--- src/rtl/dadd_pkg.sv ---
// Shared types and constants for the dadd built-in self-test engine.
// The expected-beat struct here is sized for the default 32-bit dadd datapath.
package dadd_pkg;

    localparam int ADDR_STRIDE = 4;
    localparam int ERR_CNT_W   = 16;
    localparam int DADD_AW     = 32;
    localparam int DADD_DW     = 32;

    typedef enum logic [1:0] {
        ST_IDLE  = 2'd0,
        ST_ISSUE = 2'd1,
        ST_DRAIN = 2'd2,
        ST_DONE  = 2'd3
    } state_t;

    typedef struct packed {
        logic [DADD_DW-1:0] data;
        logic [DADD_AW-1:0] addr;
    } exp_beat_t;

    // Error counter increment that sticks at all-ones instead of wrapping.
    function automatic logic [ERR_CNT_W-1:0] sat_inc(input logic [ERR_CNT_W-1:0] v);
        return (v == '1) ? v : v + 1'b1;
    endfunction

endpackage

--- src/rtl/dadd_exp_fifo.sv ---
// Small synchronous FIFO of expected beats; head is visible combinationally so
// the checker can compare in the same cycle a response arrives.
module dadd_exp_fifo
    import dadd_pkg::*;
#(
    parameter int  DEPTH  = 4,
    parameter type item_t = exp_beat_t
) (
    input  logic                   clk,
    input  logic                   rst_n,
    input  logic                   flush,
    input  logic                   push,
    input  item_t                  push_item,
    input  logic                   pop,
    output item_t                  head,
    output logic                   full,
    output logic                   empty,
    output logic [$clog2(DEPTH):0] count
);
    localparam int PTR_W = $clog2(DEPTH);

    item_t              mem [DEPTH];
    logic [PTR_W-1:0]   wr_ptr_reg;
    logic [PTR_W-1:0]   rd_ptr_reg;
    logic [PTR_W:0]     count_reg;
    logic               do_push;
    logic               do_pop;

    assign full    = (count_reg == (PTR_W+1)'(DEPTH));
    assign empty   = (count_reg == '0);
    assign count   = count_reg;
    assign head    = mem[rd_ptr_reg];
    assign do_push = push && !full;
    assign do_pop  = pop && !empty;

    always_ff @(posedge clk) begin
        if (do_push) begin
            mem[wr_ptr_reg] <= push_item;
        end
    end

    always_ff @(posedge clk) begin
        if (!rst_n || flush) begin
            wr_ptr_reg <= '0;
            rd_ptr_reg <= '0;
            count_reg  <= '0;
        end else begin
            if (do_push) wr_ptr_reg <= wr_ptr_reg + 1'b1;
            if (do_pop)  rd_ptr_reg <= rd_ptr_reg + 1'b1;
            case ({do_push, do_pop})
                2'b10:   count_reg <= count_reg + 1'b1;
                2'b01:   count_reg <= count_reg - 1'b1;
                default: count_reg <= count_reg;
            endcase
        end
    end
endmodule

--- config.mk ---
export PLATFORM = sky130hd
export DESIGN_NAME = dadd_exp_fifo
export DESIGN_NICKNAME = d
export VERILOG_FILES = /design/src/rtl/dadd_pkg.sv /design/src/rtl/dadd_exp_fifo.sv
export SDC_FILE = /design/constraint.sdc
export NUM_CORES = 1
export LEC_CHECK = 0
export ABC_AREA = 1
export CORE_MARGIN = 2
export CORE_UTILIZATION = 35
export CTS_BUF_LIST = sky130_fd_sc_hd__clkbuf_8
export DETAILED_ROUTE_END_ITERATION = 16
export GPL_ROUTABILITY_DRIVEN = 0
export PLACE_DENSITY = 0.64
export SLEW_MARGIN = 30
export SYNTH_ARGS = -nofsm -noshare
export SYNTH_HDL_FRONTEND = slang
export SYNTH_SLANG_ARGS = --single-unit
--- constraint.sdc ---
create_clock -name clk -period 4.6 [get_ports clk]
set_clock_uncertainty 0.05 [all_clocks]
set_input_delay 1.15 -clock clk [delete_from_list [all_inputs] [get_ports clk]]
set_output_delay 1.15 -clock clk [all_outputs]
set_load 0.02 [all_outputs]
### After elaboration in Yosys (flattened, before gate mapping)

Memories as Yosys holds them, arrays and structs flattened. A register that Yosys moved wholly into a read port is not among the register bits.
Cells that the tools add are included.

| operators by class | value |
|---|---|
| add/sub/neg operators | 4 |
| mux-type cells | 5 |
| equality and inequality tests | 3 |
| reduce and logical (&&, ||, !) cells | 8 |

Operators by type and width:

| kind | number |
|---|---|
| $pmux 3 s2 | 1 |
| $add 2x1->2 const B | 2 |
| $mux 2 | 2 |
| $add 3x1->3 const B | 1 |
| $eq 3x3->1 const B | 1 |
| $logic_not 1->1 | 3 |
| $logic_not 3->1 | 1 |
| $sub 3x1->3 const B | 1 |
| $eq 2x1->1 const B | 1 |
| $eq 2x2->1 const B | 1 |
| $logic_and 1x1->1 | 2 |
| $mux 1 | 2 |
| $reduce_bool 2->1 | 1 |
| $logic_or 1x1->1 | 1 |

| storage, ports and cells | value |
|---|---|
| memories | 1 |
| bits in writable memories | 256 |
| input bits | 69 |
| register bits after elaboration | 7 |

Memories:

| memory | words | width | read ports | clocked after memory_dff | write ports | RTL line | RTL |
|---|---|---|---|---|---|---|---|
| mem | 4 | 64 | 1 | 1 | 1 | dadd_exp_fifo.sv:22 | `item_t mem [DEPTH];` |

### Longest topological paths before layout

Gate-level depths: netlist of run 1.

| depth | value |
|---|---|
| depth after elaboration | 5 |
| depth in mapped cells | 13 |
| gate-level depth less buffers | 13 |

### Worst setup path after synthesis of run 1

Ideal clock, no wire load.

| timing path | value |
|---|---|
| path type | input to register |
| start | input push |
| end | memory mem[0][0] (netlist bit) (enable) |
| stages | 2 |
| data arrival time | 3975 ps |
| data required time | 4063 ps |
| library setup time | 487 ps |
| path slack | 88 ps |
| cell sequence | nand2_1 -> nor2_1 |

| on the way | value |
|---|---|
| longest elaborated chain between the ends | 3 |

Ends and longest elaborated chain:

| element | RTL line | RTL |
|---|---|---|
| start, declared | dadd_exp_fifo.sv:12 | `input logic push,` |
| $logic_and 1x1->1 | dadd_exp_fifo.sv:33 | `assign do_push = push && !full;` |
| $mux 1 | dadd_exp_fifo.sv:37 | `if (do_push) begin` |
| $mux 1 (implied by the code) | dadd_exp_fifo.sv:38 | `mem[wr_ptr_reg] <= push_item;` |
| end, declared | dadd_exp_fifo.sv:22 |  |

No other way between the ends.

==> key figures, run 1 <==
Routing
  • WL/cell: between 15 and 20 um
  • DRC: 0
  • Detailed Route WL: about 21000 um
  • Iter 0 DRT Violations: approximately 330
  • Antenna Nets Post-Route: 0
  • Via density: just under 5
  • DRT Pass-1 Iters: 6
  • Via count: 6066

STA
  • Rel. slew slack: 0.504
  • RSZ-0062 raised after global routing: no
  • Final setup fails: 0
  • Final period utilization: 0.904
  • TNS Setup: 0 ns
  • Fin Hold WS: 0.441 ns
  • Fin. max-slew vios: 0
  • Least-Margin Pin Slew: 0.743 ns
  • Final worst slack: 0.441 ns
  • Period minus WS final: 4.16 ns
  • Fmax: 240 MHz
  • Final Hold Fails: 0

Logic synthesis
  • Seq/Total Area, Yosys: 0.788
  • Cell count after synthesis: ~690
  • Yosys warns: 0
  • Synthesized cell area: between 0.009 and 0.01 sq mm
  • Count of cell types in the netlist: 19
  • Synthesized Nets: ~770
  • FF+latch count, synth: 265
  • Syn Area/Cell: 14.4 sq um

Layout
  • Most frequent cells in the layout: 256 x edfxtp_1, 137 x clkdlybuf4s50_1, 135 x nor2_1
  • Layout Cells excl Fill: 1253
  • Number of fill cells in the layout: 2532
  • Final nets: between 900 and 1000
  • Max reg flops: between 200 and 300
  • Layout cells sized above 1: 0.0789
  • Diode count: 0
  • Synthesis-to-layout area growth: 24.8%
  • Commonest non-fill, non-tap cell in the layout: edfxtp_1

Clock tree
  • CTS Buf Count: 43
  • H-Tree Depth: 2
  • Clk Latency, worst-skew pair: between 0.5 and 0.6 ns
  • Clk sinks: approximately 270
  • Worst-path clk slew: 0.06 ns
  • Post-CTS Resized: 0
  • Hold_buf cts: 0
  • CTS tree: done
  • Clock buffer depth: 3
  • Post-CTS setup buffers: 0
  • CTS Root Cell: clkbuf_8

Critical path
  • Crit start category: register
  • Crit path kind: register to output pin
  • Req. time, crit path: 3.40 ns
  • Worst reg2reg path depth: 12
  • RR Startpoint: count[1]
  • CP endpoint: head[52]
  • FF-to-FF setup slack: 2.40 ns
  • Crit-path max FO: 59
  • Critical path arrival: approximately 3 ns
  • Reg2Reg Capture Point: count[2]
  • Endpoint class of the critical path: output pin

Global routing
  • Global-route wire length before repair: 32800 um
  • Initial antenna violation count: 0
  • Total GRT Usage: 0.140
  • Total congestion overflow: 0
  • Largest net degree at the start of global routing: 73
  • Vias in the first global route: 6079

Run
  • Maxcap violations: 0

Placement
  • DP Cell Count: 1178
  • Post-place setup slack: between 0.9 and 1 ns
  • Port buffer count: 137
  • Hpwl dp: about 11000 um

Pwr
  • Maximum VDD drop: 0.214 mV
  • P_leak: 4.19 nW
  • Power per Cell Area: 389 mW/mm^2

Min path
  • Tightest Hold Check Type: register to register

Floorplanning
  • Placement Rows: a little over 60
  • Num ports: between 100 and 150
  • Die width: 173 um
  • Initial Util: 0.358
  • Chip Height: roughly 170 um
  • Core region area: 0.0279 sq mm
  • Die ar.: between 0.02 and 0.03 sq mm

Run status
  • Status: complete, no violations
worst min path at each step:
stage | startpoint | to | cells past startpoint
global route | rd_ptr_reg[1] | register | 2
global placement | rd_ptr_reg[1] | register | 2
floorplan | rd_ptr_reg[1] | register | 2
detailed placement | rd_ptr_reg[1] | register | 2
finish | rd_ptr_reg[1] | register | 2
CTS | rd_ptr_reg[1] | register | 2
through the flow:
stage / utilization / total power [W] / area [sq um]
2_1_floorplan: - / 0.00296 / 9990
3_3_place_gp: 0.420 / 0.00317 / 11700
3_5_place_dp: 0.420 / 0.00317 / 11700
4_1_cts: 0.446 / 0.00493 / 12500
5_1_grt: 0.446 / 0.00506 / 12500
6_report: 0.446 / 0.00485 / 12500
cell type report:
cell class / instances / area [sq um] / area share
flip-flops and latches: 265 / 7870 / 0.631
well taps: 378 / 473 / 0.0379
clock buffers: 43 / 592 / 0.0475
repair buffers: 149 / 1520 / 0.122
clock inverters: 32 / 130 / 0.0104
inverters: 21 / 81.3 / 0.00652
multi-input cells: 365 / 1790 / 0.144
per-layer routing:
metal / wire [um] / part of all wire / up-vias / global-route usage
met2: 10500 / 0.49 / 164 / 0.240
li1: - / - / 2889 / -
met1: 8930 / 0.42 / 2968 / 0.172
met5: 0 / 0 / - / 0
met3: 1350 / 0.064 / 45 / 0.0356
met4: 471 / 0.022 / 0 / 0.0477
power breakdown:
part	switching [W]	leakage (nW)	total (W)	internal [W]
Combinational	0.000214	1.34	0.000389	0.000175
Clock	0.000860	0.426	0.00173	0.000867
Sequential	0.0000191	2.43	0.00273	0.00271
cells by family after synthesis:
kind of cell               share of synthesized area
AOI/OAI and AO/OA                              0.107
DFF                                            0.788
and+or+nand+nor                               0.0611
adders and majority gates                    0.00827
buffers and inverters                         0.0358
synthesized netlist by cell type (all sizes together):
library cell,n,area share
o22ai,64,0.040
dfxtp,9,0.018
clkinv,1,0.00038
buf,20,0.020
nor2,139,0.052
o21ai,129,0.065
edfxtp,256,0.77
clkbuf,21,0.0083
nand2,17,0.0064
nand3,5,0.0025
fa,1,0.0020
a21oi,5,0.0025
inv,20,0.0075
ha,5,0.0063
critical path, cell delays in order, from the launching register on:
cell and delay [ns]:
dfxtp_4 0.74, buf_4 0.56, o21ai_0 0.18, o22ai_1 0.30, clkdlybuf4s50_1 0.66
Note: power is estimated with default switching activity, not from simulation.
==> inputs of run 2 (changes only) <==
--- a/config.mk
+++ b/config.mk
@@ -9,10 +9,11 @@
 export CORE_MARGIN = 2
 export CORE_UTILIZATION = 35
 export CTS_BUF_LIST = sky130_fd_sc_hd__clkbuf_8
+export CTS_CLUSTER_DIAMETER = 200
 export DETAILED_ROUTE_END_ITERATION = 16
 export GPL_ROUTABILITY_DRIVEN = 0
 export PLACE_DENSITY = 0.64
-export SLEW_MARGIN = 30
+export SLEW_MARGIN = 0
 export SYNTH_ARGS = -nofsm -noshare
 export SYNTH_HDL_FRONTEND = slang
 export SYNTH_SLANG_ARGS = --single-unit
==> results of run 2 <==
No change in the layout: final DEF, timing and power equal those of run 1.
==> inputs of run 3 (changes only) <==
--- a/config.mk
+++ b/config.mk
@@ -7,12 +7,13 @@
 export LEC_CHECK = 0
 export ABC_AREA = 1
 export CORE_MARGIN = 2
-export CORE_UTILIZATION = 35
+export CORE_UTILIZATION = 51
 export CTS_BUF_LIST = sky130_fd_sc_hd__clkbuf_8
 export CTS_CLUSTER_DIAMETER = 200
 export DETAILED_ROUTE_END_ITERATION = 16
 export GPL_ROUTABILITY_DRIVEN = 0
-export PLACE_DENSITY = 0.64
+export MAX_ROUTING_LAYER = met4
+export PLACE_DENSITY = 0.85
 export SLEW_MARGIN = 0
 export SYNTH_ARGS = -nofsm -noshare
 export SYNTH_HDL_FRONTEND = slang
==> key figures, run 3 (same netlist as run 1, synthesis figures left out) <==
Floorplanning
  • Initial Util: 0.517 (was 0.358)
  • Die ar.: 0.0207 sq mm (was 0.0299 sq mm)
  • Die width: 144 um (was 173 um)
  • Placement Rows: 51 (was 61)
  • Core region area: 0.0193 sq mm (was 0.0279 sq mm)
  • Chip Height: 144 um (was 173 um)
  • Num ports: 138 (unchanged)

Pwr
  • Maximum VDD drop: 0.251 mV (was 0.214 mV)
  • P_leak: 4.17 nW (was 4.19 nW)
  • Power per Cell Area: 393 mW/mm^2 (was 389 mW/mm^2)

Layout
  • Final nets: 917 (was 920)
  • Max reg flops: 256 (unchanged)
  • Area occupied by multi-input gates: 0.00179 sq mm (unchanged)
  • Synthesis-to-layout area growth: 23.2% (was 24.8%)
  • Most frequent cells in the layout: 256 x edfxtp_1, 137 x clkdlybuf4s50_1, 135 x nor2_1 (unchanged)
  • Commonest non-fill, non-tap cell in the layout: edfxtp_1 (unchanged)
  • Number of fill cells in the layout: 1341 (was 2532)
  • Register Area: 0.00787 sq mm (unchanged)
  • Layout cells sized above 1: 0.0771 (was 0.0789)
  • Cell area after layout: 0.0123 sq mm (was 0.0125 sq mm)

Routing
  • Detailed Route WL: 20000 um (was 21200 um)
  • Via count: 6148 (was 6066)
  • Iter 0 DRT Violations: 394 (was 325)
  • DRT Pass-1 Iters: 5 (was 6)
  • WL/cell: 17.7 um (was 16.9 um)
  • DRC: 0 (unchanged)
  • Via density: 5.42 (was 4.84)
  • Antenna Nets Post-Route: 0 (unchanged)

Run
  • Maxcap violations: 0 (unchanged)

Global routing
  • Vias in the first global route: 6108 (was 6079)
  • Global-route wire length before repair: 30500 um (was 32800 um)
  • Total GRT Usage: 0.198 (was 0.140)
  • Largest net degree at the start of global routing: 85 (was 73)
  • Initial antenna violation count: 1 (was 0)
  • Total congestion overflow: 0 (unchanged)

Clock tree
  • Post-CTS setup buffers: 0 (unchanged)
  • Worst-path clk slew: 0.06 ns (about the same)
  • Hold_buf cts: 0 (unchanged)
  • CTS Buf Count: 41 (was 43)
  • Clock buffer depth: 3 (unchanged)
  • Post-CTS Resized: 0 (unchanged)
  • Clk Latency, worst-skew pair: 0.52 ns (about the same)
  • CTS Root Cell: clkbuf_8 (unchanged)
  • H-Tree Depth: 2 (unchanged)
  • CTS tree: done (unchanged)
  • Clk sinks: 265 (unchanged)

Run status
  • Status: complete, no violations (unchanged)

Min path
  • HP Start: count[0] (was rd_ptr_reg[1])
  • Tightest Hold Check Type: register to register (unchanged)
  • Hold path endpoint: count[0]
  • Hold Crit Depth: 2 (unchanged)

STA
  • RSZ-0062 raised after global routing: no (unchanged)
  • Fmax: 242 MHz (was 240 MHz)
  • Fin. max-slew vios: 0 (unchanged)
  • Least-Margin Pin Slew: 0.601 ns (was 0.743 ns)
  • Final setup fails: 0 (unchanged)
  • Final period utilization: 0.899 (was 0.904)
  • Period minus WS final: 4.13 ns (was 4.16 ns)
  • Fin Hold WS: 0.460 ns (was 0.441 ns)
  • Final worst slack: 0.467 ns (was 0.441 ns)
  • Final Hold Fails: 0 (unchanged)
  • TNS Setup: 0 ns (unchanged)
  • Rel. slew slack: 0.599 (was 0.504)

Critical path
  • RR Startpoint: count[1] (unchanged)
  • Crit path kind: register to output pin (unchanged)
  • Crit-path max FO: 84 (was 59)
  • Worst reg2reg path depth: 12 (unchanged)
  • Critical path arrival: 2.93 ns (was 2.96 ns)
  • Endpoint class of the critical path: output pin (unchanged)
  • FF-to-FF setup slack: 2.43 ns (was 2.40 ns)
  • Crit start category: register (unchanged)
  • Reg2Reg Capture Point: count[2] (unchanged)
  • Req. time, crit path: 3.40 ns (about the same)

Placement
  • Post-place setup slack: 1.04 ns (was 0.955 ns)
  • Hpwl dp: 11700 um (was 11400 um)
  • Port buffer count: 137 (unchanged)
  • DP Area: 0.0116 sq mm (was 0.0117 sq mm)
==> run 3: critical path: stages (launching register included) <==
cell and delay [ns]:
dfxtp_4 0.49, inv_4 0.42, buf_12 0.35, o21ai_0 0.16, o22ai_1 0.20, clkdlybuf4s50_1 0.65
==> run 3: cell type report <==
class,instances,area share
multi-input cells,365,0.146
flip-flops and latches,265,0.640
clock inverters,28,0.0115
clock buffers,42,0.0470
inverters,21,0.00661
diodes,1,0.000203
repair buffers,148,0.122
well taps,265,0.0269
==> run 3: stage by stage <==
stage,cells,utilization,total power (W)
2_1_floorplan,692,-,0.00296
3_3_place_gp,1064,0.599,0.00316
3_5_place_dp,1064,0.599,0.00317
4_1_cts,1134,0.636,0.00488
5_1_grt,1135,0.636,0.00501
6_report,1135,0.636,0.00484
==> run 3: routing by layer <==
metal / track usage / part of all wire / wire length [um]
met2: 0.332 / 0.50 / 10000
met1: 0.234 / 0.40 / 8040
met3: 0.0533 / 0.074 / 1490
met4: 0.0660 / 0.023 / 470
met5: - / 0 / 0
==> run 3: worst max-delay path by stage <==
stage / start / endpoint / slack (ns) / cells after the start
floorplan: push / mem[0][0] / 0.09 / 2
global placement: register / head[49] / 1.08 / 5
detailed placement: register / head[53] / 1.04 / 5
CTS: register / head[53] / 0.47 / 5
global route: register / head[53] / 0.29 / 5
finish: register / head[53] / 0.47 / 5
==> run 3: power breakdown <==
part | total, W | internal (W) | leakage [nW] | switching (W)
combinational | 0.000388 | 0.000174 | 1.33 | 0.000214
clock | 0.00172 | 0.000902 | 0.412 | 0.000818
sequential | 0.00273 | 0.00271 | 2.43 | 0.0000194
total | 0.00484 | 0.00379 | 4.17 | 0.00105
==> patch: new RTL, settings of run 2 <==
Change the package constant `DADD_DW` from 32 to 16.
--- a/src/rtl/dadd_pkg.sv
+++ b/src/rtl/dadd_pkg.sv
@@ -6,5 +6,5 @@
     localparam int ERR_CNT_W   = 16;
     localparam int DADD_AW     = 32;
-    localparam int DADD_DW     = 32;
+    localparam int DADD_DW     = 16;
 
     typedef enum logic [1:0] {
Ports: changed (resized head and push_item); port bits go from 138 to 106. The function was not compared with the original's and may differ.
==> patch against run 2 <==
- power decreased by 19%
- routed wire length decreased by 21%
- critical path depth unchanged
- worst setup slack improved by 0.085 ns
- worst hold slack improved by 0.022 ns
- via count decreased by 23%
- cell area decreased by 22%
- area after synthesis decreased by 22%
- non-clock buffer count decreased by 35
- synthesized cell count decreased by 22%
- clock power decreased by 11%
- sequential power decreased by 24%
- sequential cell count decreased by 64
- critical path type unchanged
- largest cell class unchanged
- highest routed layer is now met5
==> patch: results <==
[global_route]
grt_pass1_wl_microns = 26040
met1_usage = 0.1744
grt_start_max_net_pins = 97
globalRouteMet2Util = 0.2408
grt_pass1_vias = 4834
antenna_found_initial = 2
grtUsageTotal = 0.1400
grt_util_met3 = 0.03241

[synthesis]
synth-compound-area-share = 0.1194
synth_edf_count = 192
synth_cell_types = 25
synthAdderAreaFrac = 0.01053
yosysSeqAreaShare = 0.7585
synth_area_leaders = edfxtp_1, o21ai_0, nor2_1

[route]
wl_met3_microns = 1036
drtIter0Drc = 263
routed_via_density = 4.939
wirelength_microns = 16860
met2_length_microns = 8371

[cells_and_area]
largest_reg_flops = 192
final_nets = 712
layout-drive-gt1-share = 0.1475

[outcome]
status = completed

[worst_setup_path]
endpoint = head[40]
reg2regPathDepth = 5
r2r_end = mem[1][24]$_DFFE_PP_

[place]
post-place-ws_ns = 1.066
portBuffers = 105

[min_path]
min_from = wr_ptr_reg[1]$_SDFFE_PP0P_

[sta]
fin_ws_ns = 0.5264

[clock_network]
clk_latency_ns = 0.56
htree_num_levels = 1
cts_buffers = 30
[patch: cell types whose count changed after synthesis, moves of 14 or more]
cell             run 2  this run
edfxtp_1           256       192
nor2_1             139        87
o21ai_1             56         9
o22ai_1             64        28
nor2_2               0        20
o22ai_2              0        20
o21ai_0             73        88
clkbuf_1            18         4
[patch: per-stage QoR]
stage,instance area (sq um),std cells,utilization,hold WS (ns),total power (W)
final,9768,951,0.4462,0.4637,0.003923
after global routing,9768,951,0.4462,0.4851,0.004069
after CTS,9768,951,0.4462,0.4666,0.003968
after detailed placement,9133,901,0.4172,0.4548,0.002423
after global placement,9133,901,0.4172,0.4312,0.002414
after floorplan,7839,538,-,0.4141,0.002255
[patch: final cells by class]
class / count / share of cell area
clock inverter: 20 / 0.02280
clock buffer: 30 / 0.04227
timing repair buffer: 114 / 0.1184
inverter: 21 / 0.008582
sequential: 201 / 0.6092
tap: 280 / 0.03587
multi-input combinational: 285 / 0.1629
